## src/rtl/hs_rr_arbiter_if.sv

```systemverilog
// hs_rr_arbiter_if
// Bundles the requester-side and resource-side signals of hs_rr_arbiter.
//   master : arbiter side. It drives ack_o, grant_o, res_req_o, res_data_o,
//            busy_o, timeout_o and dbg_state.
//   slave  : environment side. It drives req_i, data_i and res_ack_i.
// Ports
//   req_i      [N]    four-phase request level, one per requester
//   data_i     [N*W]  requester data, slice k = data_i[k*W +: W]
//   ack_o      [N]    four-phase acknowledge, one per requester
//   grant_o    [N]    one-hot current owner, zero when idle
//   res_req_o         request to the shared resource
//   res_data_o [W]    data latched from the winner at grant
//   res_ack_i         completion from the shared resource
//   busy_o            high whenever the arbiter is not idle
//   timeout_o         one-cycle pulse on watchdog abort
//   dbg_state  [2]    arbiter FSM state (0 IDLE, 1 RES_UP, 2 RES_DN, 3 CLI_ACK)
interface hs_rr_arbiter_if #(
  parameter int N = 4,
  parameter int W = 8
);
  logic [N-1:0]   req_i;
  logic [N*W-1:0] data_i;
  logic [N-1:0]   ack_o;
  logic [N-1:0]   grant_o;
  logic           res_req_o;
  logic [W-1:0]   res_data_o;
  logic           res_ack_i;
  logic           busy_o;
  logic           timeout_o;
  logic [1:0]     dbg_state;

  modport master (
    input  req_i, data_i, res_ack_i,
    output ack_o, grant_o, res_req_o, res_data_o, busy_o, timeout_o, dbg_state
  );

  modport slave (
    output req_i, data_i, res_ack_i,
    input  ack_o, grant_o, res_req_o, res_data_o, busy_o, timeout_o, dbg_state
  );
endinterface

```

## src/rtl/hs_rr_arbiter.sv

```systemverilog
// hs_rr_arbiter
// Clocked round-robin arbiter. It shares one four-phase (return-to-zero)
// handshake resource among N requesters. The arbiter picks a winner, drives
// res_req_o and res_data_o, and waits for res_ack_i to rise and then fall.
// After that it completes the winner's own four-phase handshake. A watchdog
// aborts the transaction if the resource stays too long in either wait state.
//
// Handshake semantics, used on both sides. A request rises and is held. The
// acknowledge rises only once the work is done. The request then falls, and
// the acknowledge falls after it. data_i for a requester must be stable
// while its req_i is high. The arbiter samples data_i once, at grant.
//
// Parameters: N requesters, W data bits per requester, TIMEOUT cycles per
// resource wait state before abort.
// Ports: clk, rst_n (synchronous, active low) and bus (hs_rr_arbiter_if,
// master modport). See the interface file for the signal list.
// Build option: define HS_RR_ARBITER_SYNC_EN to pass res_ack_i through a
// 2-flop synchroniser for truly asynchronous resources. Without it, res_ack_i
// must be synchronous to clk and is used directly.
module hs_rr_arbiter #(
  parameter int N       = 4,
  parameter int W       = 8,
  parameter int TIMEOUT = 255
) (
  input  logic            clk,
  input  logic            rst_n,
  hs_rr_arbiter_if.master bus
);
  localparam int IW = (N > 1) ? $clog2(N) : 1;
  localparam int SW = IW + 1;
  localparam int CW = $clog2(TIMEOUT + 1);

  typedef enum logic [1:0] {
    IDLE    = 2'd0,
    RES_UP  = 2'd1,
    RES_DN  = 2'd2,
    CLI_ACK = 2'd3
  } state_t;

  state_t        state_q, state_d;
  logic [IW-1:0] ptr_q, ptr_d;
  logic [IW-1:0] win_q, win_d;
  logic [CW-1:0] cnt_q, cnt_d;
  logic [N-1:0]  ack_q, ack_d;
  logic [N-1:0]  grant_q, grant_d;
  logic          res_req_q, res_req_d;
  logic [W-1:0]  res_data_q, res_data_d;
  logic          busy_q;
  logic          timeout_q, timeout_d;

  logic          found;
  logic [IW-1:0] pick;
  logic [IW-1:0] cand;
  logic [SW-1:0] sum;
  logic [W-1:0]  pick_data;
  logic          ack_s;

  // Resource acknowledge as the FSM sees it.
`ifdef HS_RR_ARBITER_SYNC_EN
  logic sync1_q, sync2_q;

  always_ff @(posedge clk) begin
    if (!rst_n) begin
      sync1_q <= 1'b0;
      sync2_q <= 1'b0;
    end else begin
      sync1_q <= bus.res_ack_i;
      sync2_q <= sync1_q;
    end
  end

  assign ack_s = sync2_q;
`else
  assign ack_s = bus.res_ack_i;
`endif

  // Round-robin search. It starts at ptr+1 and wraps modulo N. A requester
  // whose ack is still high has already been served and is skipped.
  always_comb begin
    found     = 1'b0;
    pick      = '0;
    cand      = '0;
    sum       = '0;
    pick_data = '0;
    for (int i = 0; i < N; i++) begin
      sum = {1'b0, ptr_q} + SW'(i + 1);
      if (sum >= SW'(N)) sum = sum - SW'(N);
      cand = sum[IW-1:0];
      if (!found && bus.req_i[cand] && !ack_q[cand]) begin
        found = 1'b1;
        pick  = cand;
      end
    end
    for (int k = 0; k < N; k++) begin
      if (pick == IW'(k)) pick_data = bus.data_i[k*W +: W];
    end
  end

  // Next-state and next-output logic. All outputs are registered from these
  // values.
  always_comb begin
    state_d    = state_q;
    ptr_d      = ptr_q;
    win_d      = win_q;
    cnt_d      = '0;
    ack_d      = ack_q;
    grant_d    = grant_q;
    res_req_d  = res_req_q;
    res_data_d = res_data_q;
    timeout_d  = 1'b0;

    case (state_q)
      IDLE: begin
        if (found) begin
          state_d       = RES_UP;
          win_d         = pick;
          ptr_d         = pick;
          grant_d       = '0;
          grant_d[pick] = 1'b1;
          res_req_d     = 1'b1;
          res_data_d    = pick_data;
        end
      end

      RES_UP: begin
        if (ack_s) begin
          state_d   = RES_DN;
          res_req_d = 1'b0;
        end else if (cnt_q == CW'(TIMEOUT)) begin
          // Abort. ptr already points at this requester, so the others are
          // searched first on the next grant.
          state_d   = IDLE;
          res_req_d = 1'b0;
          grant_d   = '0;
          timeout_d = 1'b1;
        end else begin
          cnt_d = cnt_q + CW'(1);
        end
      end

      RES_DN: begin
        if (!ack_s) begin
          state_d      = CLI_ACK;
          ack_d[win_q] = 1'b1;
        end else if (cnt_q == CW'(TIMEOUT)) begin
          state_d   = IDLE;
          res_req_d = 1'b0;
          grant_d   = '0;
          timeout_d = 1'b1;
        end else begin
          cnt_d = cnt_q + CW'(1);
        end
      end

      CLI_ACK: begin
        // The requester sets the pace, so this state has no watchdog.
        if (!bus.req_i[win_q]) begin
          state_d = IDLE;
          ack_d   = '0;
          grant_d = '0;
        end
      end

      default: state_d = IDLE;
    endcase
  end

  always_ff @(posedge clk) begin
    if (!rst_n) begin
      state_q    <= IDLE;
      ptr_q      <= IW'(N - 1);
      win_q      <= '0;
      cnt_q      <= '0;
      ack_q      <= '0;
      grant_q    <= '0;
      res_req_q  <= 1'b0;
      res_data_q <= '0;
      busy_q     <= 1'b0;
      timeout_q  <= 1'b0;
    end else begin
      state_q    <= state_d;
      ptr_q      <= ptr_d;
      win_q      <= win_d;
      cnt_q      <= cnt_d;
      ack_q      <= ack_d;
      grant_q    <= grant_d;
      res_req_q  <= res_req_d;
      res_data_q <= res_data_d;
      busy_q     <= (state_d != IDLE);
      timeout_q  <= timeout_d;
    end
  end

  assign bus.ack_o      = ack_q;
  assign bus.grant_o    = grant_q;
  assign bus.res_req_o  = res_req_q;
  assign bus.res_data_o = res_data_q;
  assign bus.busy_o     = busy_q;
  assign bus.timeout_o  = timeout_q;
  assign bus.dbg_state  = state_q;
endmodule
```

## src/flat_wrapper.sv

```systemverilog
// flat-port wrapper written by rule: the top's interface ports become plain ports
module hs_rr_arbiter_flat 
#(
  parameter int N       = 4,
  parameter int W       = 8,
  parameter int TIMEOUT = 255
)
  (clk, rst_n, bus_req_i, bus_data_i, bus_res_ack_i, bus_ack_o, bus_grant_o, bus_res_req_o, bus_res_data_o, bus_busy_o, bus_timeout_o, bus_dbg_state);
  hs_rr_arbiter_if #(.N(N), .W(W)) bus_i ();
  input  logic clk;
  input  logic rst_n;
  input wire logic [$bits(bus_i.req_i)-1:0] bus_req_i;
  input wire logic [$bits(bus_i.data_i)-1:0] bus_data_i;
  input wire logic [$bits(bus_i.res_ack_i)-1:0] bus_res_ack_i;
  output wire logic [$bits(bus_i.ack_o)-1:0] bus_ack_o;
  output wire logic [$bits(bus_i.grant_o)-1:0] bus_grant_o;
  output wire logic [$bits(bus_i.res_req_o)-1:0] bus_res_req_o;
  output wire logic [$bits(bus_i.res_data_o)-1:0] bus_res_data_o;
  output wire logic [$bits(bus_i.busy_o)-1:0] bus_busy_o;
  output wire logic [$bits(bus_i.timeout_o)-1:0] bus_timeout_o;
  output wire logic [$bits(bus_i.dbg_state)-1:0] bus_dbg_state;
  assign bus_i.req_i = bus_req_i;
  assign bus_i.data_i = bus_data_i;
  assign bus_i.res_ack_i = bus_res_ack_i;
  assign bus_ack_o = bus_i.ack_o;
  assign bus_grant_o = bus_i.grant_o;
  assign bus_res_req_o = bus_i.res_req_o;
  assign bus_res_data_o = bus_i.res_data_o;
  assign bus_busy_o = bus_i.busy_o;
  assign bus_timeout_o = bus_i.timeout_o;
  assign bus_dbg_state = bus_i.dbg_state;
  hs_rr_arbiter #(.N(N), .W(W), .TIMEOUT(TIMEOUT)) u_core (.clk(clk), .rst_n(rst_n), .bus(bus_i));
endmodule
```

## config.mk

```make
export PLATFORM = sky130hd
export DESIGN_NAME = hs_rr_arbiter_flat
export DESIGN_NICKNAME = d
export VERILOG_FILES = /design/src/rtl/hs_rr_arbiter_if.sv /design/src/rtl/hs_rr_arbiter.sv /design/src/flat_wrapper.sv
export SDC_FILE = /design/constraint.sdc
export NUM_CORES = 1
export LEC_CHECK = 0
export CORE_ASPECT_RATIO = 1.4
export CORE_UTILIZATION = 48
export DETAILED_ROUTE_END_ITERATION = 10
export MAX_ROUTING_LAYER = met4
export PLACE_DENSITY = 0.84
export SLEW_MARGIN = 20
export SYNTH_ARGS = -nofsm -noshare
export SYNTH_HDL_FRONTEND = slang
export SYNTH_SLANG_ARGS = --single-unit
export TNS_END_PERCENT = 20
```

## constraint.sdc

```tcl
create_clock -name clk -period 3.4 [get_ports clk]
set_clock_uncertainty 0.15 [all_clocks]
set_input_delay 0.51 -clock clk [delete_from_list [all_inputs] [get_ports clk]]
set_output_delay 0.51 -clock clk [all_outputs]
set_load 0.02 [all_outputs]
```

==> qor.yml <==
outcome:
  status: "finished, final reports clean"
critical_path:
  crit_path_cell_trace: "clkdlybuf4s50_1 -> nor2b_1 -> or4b_1 -> o22ai_1 -> nand3b_4 -> or4_1 -> a21oi_1"
  worst_path_largest_cell_delay_ns: 0.47
  required_ns: 3.47
  endpoint_kind: "flip-flop"
  crit_path_top_delay_cell: "clkdlybuf4s50_1"
  setup.worst_path.start_class: "input port"
  critical_path_class: "in2reg"
  cp_max_fo: 6
  arrival_ns: 2.51
global_routing:
  antenna_found_initial: 0
  grt_max_degree: 17
  groute.usage.overall_pct: 23.22
  grt_pass1_wl_um: 6423
  overflow: 0
  grt_pass1_vias: 1635
synth:
  synth_top_area_share_pct: 38.37
  synth_ff_type: "dfxtp_1"
  synthCells: 191
  ys_seq_elements: 33
  async_reset_ff_share_pct: 0
  synth_fp_nets: 237
  ys_types: 42
  synth_edf_count: 0
  ys_seq_area_share_pct: 38.37
  yosys_warnings: 0
  netlist_top_cells_count: "dfxtp_1, mux2i_1, nor2_1"
  syn_area_um2: 1722
  yosysTopAreaCell: "dfxtp_1"
  synthTopCellsByArea: "dfxtp_1, mux2i_1, ha_1"
  synth.avg_cell_area_um2: 9.014
  synth.most_common_cell: "dfxtp_1"
cells_and_area:
  multi_input_comb_area_um2: 998.5
  syn_to_final_growth_pct: 42.95
  drive_above_1_share_pct: 6.250
  antenna_cells: 0
  regArea_um2: 660.6
  fin_nets: 302
  fill_cells: 276
drt:
  detail_route.wl_per_cell_um: 13.48
  drc_errors: 0
  viasPerCell: 5.622
  num_vias: 1664
  finalWirelength_um: 3991
  postRouteAntennaNets: 0
  dr.pass1.iters: 4
  drtIter0Drc: 47
floorplan:
  initial_core_util_pct: 50.50
  coreArea_um2: 3410
  ios: 60
  die_x_um: 52.62
  die-area_um2: 3834
  rows: 25
  die_h_um: 72.86
sta:
  max_freq_ghz: 0.4104
  period_share_pct: 71.66
  hold_viol: 0
  fin_ws_ns: 0.9634
  tns_ns: 0
  setup_viol: 0
  layout_min_cycle_time_ns: 2.437
  tightest_slew_ns: 0.4919
  slew_viol_final: 0
  slew-limit-headroom_pct: 67.06
  rsz0062_at_grt: "no"
clock_tree:
  post-cts-setup-buffer-count: 0
  cts_hold_buf: 0
  h-tree-depth: 2
  path_clk_slew_ns: 0.06
  cts_resized: 0
  cts.sinks: 33
  numCtsBuffers: 5
  clock_latency_ns: 0.29
  root_buffer: "clkbuf_8"
  clockBufferDepth: 2
  cts_tree: "built"
power:
  ir_worst_vdd_v: 0.0004005
  power_density_nw_per_um2: 619.1
  leakage_nw: 1.012
placed_design:
  port_buffers: 59
  post-place-ws_ns: 0.6693
  dp_hpwl_um: 3185
  place_congestion: 0.8190
min_path:
  hp-class: "reg2reg"
flow_run:
  cap_violations: 0
cells in the final DEF (no fill, tap or decap), drive strengths merged, types with 4 or more instances in the layout:
| master | n |
|---|---|
| nor2b | 4 |
| nand3 | 12 |
| ha | 7 |
| clkbuf | 7 |
| inv | 9 |
| o221ai | 8 |
| mux2i | 16 |
| dfxtp | 33 |
| clkdlybuf4s50 | 59 |
| a31oi | 5 |
| nand2 | 14 |
| a21oi | 8 |
| nor2 | 16 |
| buf | 5 |
| o21ai | 4 |
| nand4 | 4 |
| and2 | 4 |
| nand2b | 5 |
layer usage:
layer,vias to the layer above,GRT usage [%],wire [um],share of wire (%)
li1,822,-,-,-
met1,782,22.58,1549,39
met2,54,42.90,2174,54
met3,6,5.625,206,5.2
met4,0,8.480,61,1.5
met5,-,-,0,0
worst max-delay path: cells and delay by family:
kind,cells,cell delay (ns)
compound gates,2,0.29
buf+inv,1,0.47
simple gates,4,1.23
cell families after synthesis:
group / count (synthesis) / share of synthesized area (%)
multiplexers: 17 / 10.61
AND/OR/NAND/NOR: 71 / 22.24
buffers and inverters: 16 / 3.633
flip-flops: 33 / 38.37
AO/OA/AOI/OAI: 41 / 17.01
XOR/XNOR: 6 / 3.053
adder cells (fa/ha/maj): 7 / 5.087
final timing paths:
path                                            from                            endpoint  slack [ns]  depth (start not counted)
hold / removal    u_core.bus.grant_o[2]$_SDFFE_PN0P_  u_core.bus.grant_o[2]$_SDFFE_PN0P_        0.30                          2
hold reg to reg   u_core.bus.grant_o[2]$_SDFFE_PN0P_  u_core.bus.grant_o[2]$_SDFFE_PN0P_        0.30                          2
setup reg to reg          u_core.cnt_q[0]$_SDFF_PN0_  u_core.bus.grant_o[2]$_SDFFE_PN0P_        1.12                          7
setup / recovery                        bus_req_i[3]  u_core.bus.grant_o[2]$_SDFFE_PN0P_        0.96                          7
flip-flops by register name, indices dropped and copies added, names as in the netlist:
| signal | cells |
|---|---|
| u_core.bus.grant_o | 4 |
| u_core.cnt_q | 8 |
| u_core.bus.res_req_o | 1 |
| u_core.bus.dbg_state | 2 |
| u_core.bus.timeout_o | 1 |
| u_core.bus.ack_o | 4 |
| u_core.bus.res_data_o | 8 |
| u_core.ptr_q | 2 |
| u_core.bus.busy_o | 1 |
| u_core.win_q | 2 |
cell type report:
cell class / count / share of cell area [%]
Inverter: 10 / 1.525
Sequential cell: 33 / 26.84
Tap cell: 40 / 2.034
Clock buffer: 7 / 3.508
Multi-Input combinational cell: 142 / 40.57
Timing Repair Buffer: 64 / 25.52
power by group:
| part | internal, W | switching [W] |
|---|---|---|
| combinational | 0.000339 | 0.000359 |
| clock | 0.000160 | 0.000135 |
| sequential | 0.000468 | 0.0000616 |
| total | 0.000968 | 0.000556 |
stage by stage:
step                 power, W  instances  hold slack, ns  instance area (um^2)  utilization, %
CTS                  0.001532        296          0.3079                  2461           72.18
floorplan           0.0009698        191          0.2761                  1722               -
global route         0.001615        296          0.3323                  2461           72.18
global placement     0.001226        289          0.2888                  2375           69.65
finish               0.001524        296          0.3046                  2461           72.18
detailed placement   0.001235        289          0.2962                  2375           69.65
Note: power is estimated with default switching activity, not from simulation.
==> edit 1, RTL diff (config.mk and constraints unchanged) <==
`TIMEOUT` is set to 255 in 2 places; all go to 510.
--- a/src/rtl/hs_rr_arbiter.sv
+++ b/src/rtl/hs_rr_arbiter.sv
@@ -20,7 +20,7 @@
 module hs_rr_arbiter #(
   parameter int N       = 4,
   parameter int W       = 8,
-  parameter int TIMEOUT = 255
+  parameter int TIMEOUT = 510
 ) (
   input  logic            clk,
   input  logic            rst_n,
--- a/src/flat_wrapper.sv
+++ b/src/flat_wrapper.sv
@@ -3,7 +3,7 @@
 #(
   parameter int N       = 4,
   parameter int W       = 8,
-  parameter int TIMEOUT = 255
+  parameter int TIMEOUT = 510
 )
   (clk, rst_n, bus_req_i, bus_data_i, bus_res_ack_i, bus_ack_o, bus_grant_o, bus_res_req_o, bus_res_data_o, bus_busy_o, bus_timeout_o, bus_dbg_state);
   hs_rr_arbiter_if #(.N(N), .W(W)) bus_i ();
Behaviour: no difference found for any inputs over 10 cycles, from zero or initial values and one cycle with rst_n low; that may be too few to reach the edited logic, so the function may still have changed.
==> edit 1 against the unedited design <==
Synthesized area is 4.9% higher. Sequential cell count increased by 1. Worst setup slack improved by 120 ps. Core utilization decreased by 3.0 points. Final area increased by 1.6%. Final cell count is 2.7% higher. Fmax increased by 5.3%. Routed wire length rose by 7.2%. Count of clock-buffer cells in the layout down 1. Largest cell class unchanged.
Power is not compared: it rests on default switching activity, and its combinational part moved more than twofold at a synthesized area within 25%.
==> edit 1: results (changes against the unedited design) <==
Worst setup path
  – Critical path arrival: 2330 ps (-180 ps)
  – R2R Path Start: u_core.bus.dbg_state[0]
  – FF-to-FF End: u_core.bus.grant_o[0]
  – Critical path peak fanout: 19 (+13)
  – CP top delay family: buffers and inverters
  – Reg2Reg Depth: 7 (unchanged)
  – R2r setup slk: 1320 ps (+200 ps)

Logic synthesis
  – Commonest cells post-synth: dfxtp_1, nand2_1, nor2_1
  – Post-Syn Nets: 248 (+4.6%)
  – Seq/Total Area, Yosys: 37.7% (-0.67 points)
  – Warnings from Yosys: 0 (unchanged)
  – Post-synthesis cell type count: 43 (+2.4%)
  – Synthesized area per cell: 8.98 sq um (-0.35%)
  – Synth top area cells: dfxtp_1, mux2i_1, nand2_1

Clock tree
  – Reg clk slew, reported paths: 80 ps (+20 ps)
  – Clock buffer depth: 2 (unchanged)

STA
  – Slew @ Worst Pin: 529 ps (+37.2 ps)
  – Hold WS: 318 ps (+13.1 ps)

Drt
  – Drt wl/cell: 14.1 um (+4.4%)
  – Iteration count of the initial detailed-routing pass: 6 (+2)
  – First DRT Iteration DRCs: 34 (-28%)
  – Routed via count: 1676 (+0.72%)
  – Detailed Route WL: 4.28 mm (+7.2%)

Global route
  – Vias in the first global route: 1505 (-8.0%)
  – First-pass GRT wire length: 6.56 mm (+2.1%)
  – GRT Util Overall: 23.8% (+0.53 points)
  – Pin count of the biggest net entering global routing: 20 (+3)

Place
  – Placement Setup Slack: 763 ps (+93.3 ps)
  – Placed cell count: 296 (+2.4%)
  – Post-DP Area: 0.00240 sq mm (+1.3%)
  – Placer Congestion: 0.813 (-0.71%)
  – Detailed Place HPWL: 3.26 mm (+2.3%)

Hold path
  – End of the worst hold path: u_core.bus.grant_o[2]

Finish
  – Share of cells above drive strength 1: 6.49% (+0.24 points)
  – Fin nets: 308 (+2.0%)

Run status
  – Status: complete, no violations
edit 1: cell types whose count changed after synthesis, moves of 3 or more:
cell / change
nor2_1: +7
nand2_1: +13
nand2b_1: -3
and2_1: -3
xor2_1: +3
a22oi_1: -3
inv_1: -3
nand3_1: -5
edit 1: per-layer routing:
metal  share of wire (%)  GRT usage (%)
met2                  55           40.9
met4                 1.6           9.94
met1                  39           24.0
met3                 4.3           7.57
met5                   0              -
edit 1: how the worst max path moves through the flow:
stage / start / end / slack [ps] / depth (start not counted)
final: bus_req_i[3] / u_core.bus.res_data_o[0] / 1090 / 8
after global routing: bus_req_i[3] / u_core.bus.res_data_o[5] / 880 / 8
after CTS: bus_req_i[3] / u_core.bus.res_data_o[0] / 1090 / 8
after detailed placement: bus_req_i[3] / u_core.bus.res_data_o[0] / 760 / 8
after global placement: bus_req_i[1] / u_core.bus.res_data_o[7] / 830 / 8
after floorplan: u_core.bus.dbg_state[0] / u_core.bus.busy_o / 1420 / 7
edit 1: cell families after synthesis:
logic type	count (synthesis)	synth area share (%)
buffers and inverters	13	4.09
and+or+nand+nor	84	24.0
AOI/OAI and AO/OA	38	15.0
xor gates and xnor gates	7	3.40
muxes	17	10.3
adders and majority gates	8	5.54
DFF	34	37.7
edit 1: power breakdown:
group	switching (W)	total, W	internal (W)
logic	0.000173	0.000348	0.000175
registers	0.0000317	0.000471	0.000440
clock network	0.000150	0.000313	0.000163
edit 1: area by class of cell:
cell class	instances	area, sq um	area share, %
Multi-Input combinational cell	154	1050	42.0
Sequential cell	34	681	27.2
Timing Repair Buffer	60	598	23.9
Clock buffer	6	82.6	3.30
Tap cell	42	52.6	2.10
Inverter	6	22.5	0.901
Clock inverter	2	12.5	0.501
==> edit 2, RTL diff (same settings) <==
Made on the original files. Take the reset off `res_data_q` and load it in a clocked block of its own.
--- a/src/rtl/hs_rr_arbiter.sv
+++ b/src/rtl/hs_rr_arbiter.sv
@@ -174,7 +174,6 @@
       ack_q      <= '0;
       grant_q    <= '0;
       res_req_q  <= 1'b0;
-      res_data_q <= '0;
       busy_q     <= 1'b0;
       timeout_q  <= 1'b0;
     end else begin
@@ -185,10 +184,13 @@
       ack_q      <= ack_d;
       grant_q    <= grant_d;
       res_req_q  <= res_req_d;
-      res_data_q <= res_data_d;
       busy_q     <= (state_d != IDLE);
       timeout_q  <= timeout_d;
     end
+  end
+
+  always_ff @(posedge clk) begin
+    res_data_q <= res_data_d;
   end
 
   assign bus.ack_o      = ack_q;
Behaviour: not the same (Yosys sat finds a counterexample within 4 cycles, from zero or initial values and one cycle with rst_n low).
==> edit 2 against the unedited design <==
Final area hardly changed. Total power is 3.7% higher. Global-route usage is 0.49 points lower. Routed wire length is 5.5% lower. Synthesized area is 0.73% higher. Worst setup slack better by 120 ps. Sequential cell count stayed put. Critical path type unchanged. Critical endpoint is now u_core.bus.res_data_o[3]. Largest power group unchanged.
==> edit 2: results (changes against the unedited design) <==
Place
  – Port bufs: 59 (unchanged)
  – Detailed Place HPWL: 2.91 mm (-8.5%)
  – Placer Congestion: 0.839 (+2.5%)

Finish
  – Share of cells above drive strength 1: 6.28% (+0.026 points)
  – Fin nets: 284 (-6.0%)
  – Area Overhead vs Synth: 42.0%

Global route
  – GRT Util Overall: 22.7% (-0.49 points)
  – Initial antenna violation count: 0 (unchanged)
  – First-pass GRT wire length: 6.18 mm (-3.8%)
  – Met3 global-route usage: 6.88% (+1.3 points)
  – Met2 Usage GRT: 39.7% (-3.2 points)
  – Grt met1 use: 22.3% (-0.32 points)
  – Pin count of the biggest net entering global routing: 18 (+1)

Logic synthesis
  – Synth top area cells: dfxtp_1, mux2i_1, edfxtp_1
  – Number of synthesized flops with an enable pin: 8 (+8)
  – Seq/Total Area, Yosys: 42.7% (+4.3 points)
  – Post-Syn Nets: 220 (-7.2%)
  – Post-synthesis cell type count: 43 (+2.4%)
  – Commonest cells post-synth: dfxtp_1, mux2i_1, nor2_1

Clock tree
  – Clock Latency Late Sink: 290 ps (about the same)
  – Max H-tree Level: 2 (unchanged)
  – Number of setup buffers added after CTS: 0 (unchanged)

Drt
  – Detailed Route WL: 3.77 mm (-5.5%)
  – Routed via count: 1501 (-9.8%)
  – First DRT Iteration DRCs: 48 (+2.1%)

STA
  – Rel. slew slack: 65.9% (-1.2 points)

Worst setup path
  – Critical path arrival: 2210 ps (-300 ps)
  – Critical path peak fanout: 17 (+11)

Run status
  – Status: complete, no violations

Power
  – Worst VDD drop: 0.477 mV (+19%)
  – Static leakage power: 1.02 nW (+0.84%)
## edit 2: routing by layer
layer	share of wire, %	up-vias
met5	0	-
met3	6.0	8
met4	2.5	0
li1	-	766
met1	40	677
met2	52	50
## edit 2: critical path, cell delays in order
cell	delay, ps
clkdlybuf4s50_1	460
nor2b_1	300
o221ai_1	260
nand2_4	320
mux2i_1	260
mux2i_1	100
## edit 2: final cells by class
type | instances | area [sq um]
clock buffers | 6 | 82.6
inverters | 9 | 33.8
fillers | 259 | 947
clock inverters | 2 | 13.8
flip-flops and latches | 33 | 741
multi-input cells | 129 | 943
repair buffers | 60 | 598
well taps | 40 | 50.0
## edit 2: kinds of logic (layout without fill, tap and decap cells)
kind of cell	count (synthesis)	in the layout	synth area share [%]
compound gates	35	35	14.3
simple gates	55	55	16.2
buf+inv	12	77	2.89
fa+ha+maj	7	7	5.05
flops	33	33	42.7
mux	26	26	15.8
xor+xnor	6	6	3.03
## edit 2: power breakdown
group	total [W]	switching (W)	internal, W	leakage, nW
logic	0.000695	0.000370	0.000325	0.686
clock network	0.000311	0.000147	0.000164	0.0512
registers	0.000574	0.0000605	0.000513	0.283
total	0.00158	0.000578	0.00100	1.02
## edit 2: path summary, 6_finish.rpt
path                                               from                        to  slack (ps)  cells after the start
worst max-delay path                       bus_req_i[0]  u_core.bus.res_data_o[3]        1080                      6
worst min-delay path              u_core.bus.grant_o[1]     u_core.bus.grant_o[1]         320                      2
worst max register to register  u_core.bus.dbg_state[0]     u_core.bus.grant_o[2]        1380                      6
worst min register to register    u_core.bus.grant_o[1]     u_core.bus.grant_o[1]         320                      2
## edit 2: through the flow
stage               cells  setup slack, ps  hold WS [ps]  power (W)  area [sq um]
global route          279              946           347    0.00167          2460
finish                279             1080           323    0.00158          2460
global placement      271              804           315    0.00127          2370
detailed placement    271              771           322    0.00128          2370
floorplan             174             1370           292    0.00101          1730
CTS                   279             1080           329    0.00159          2460
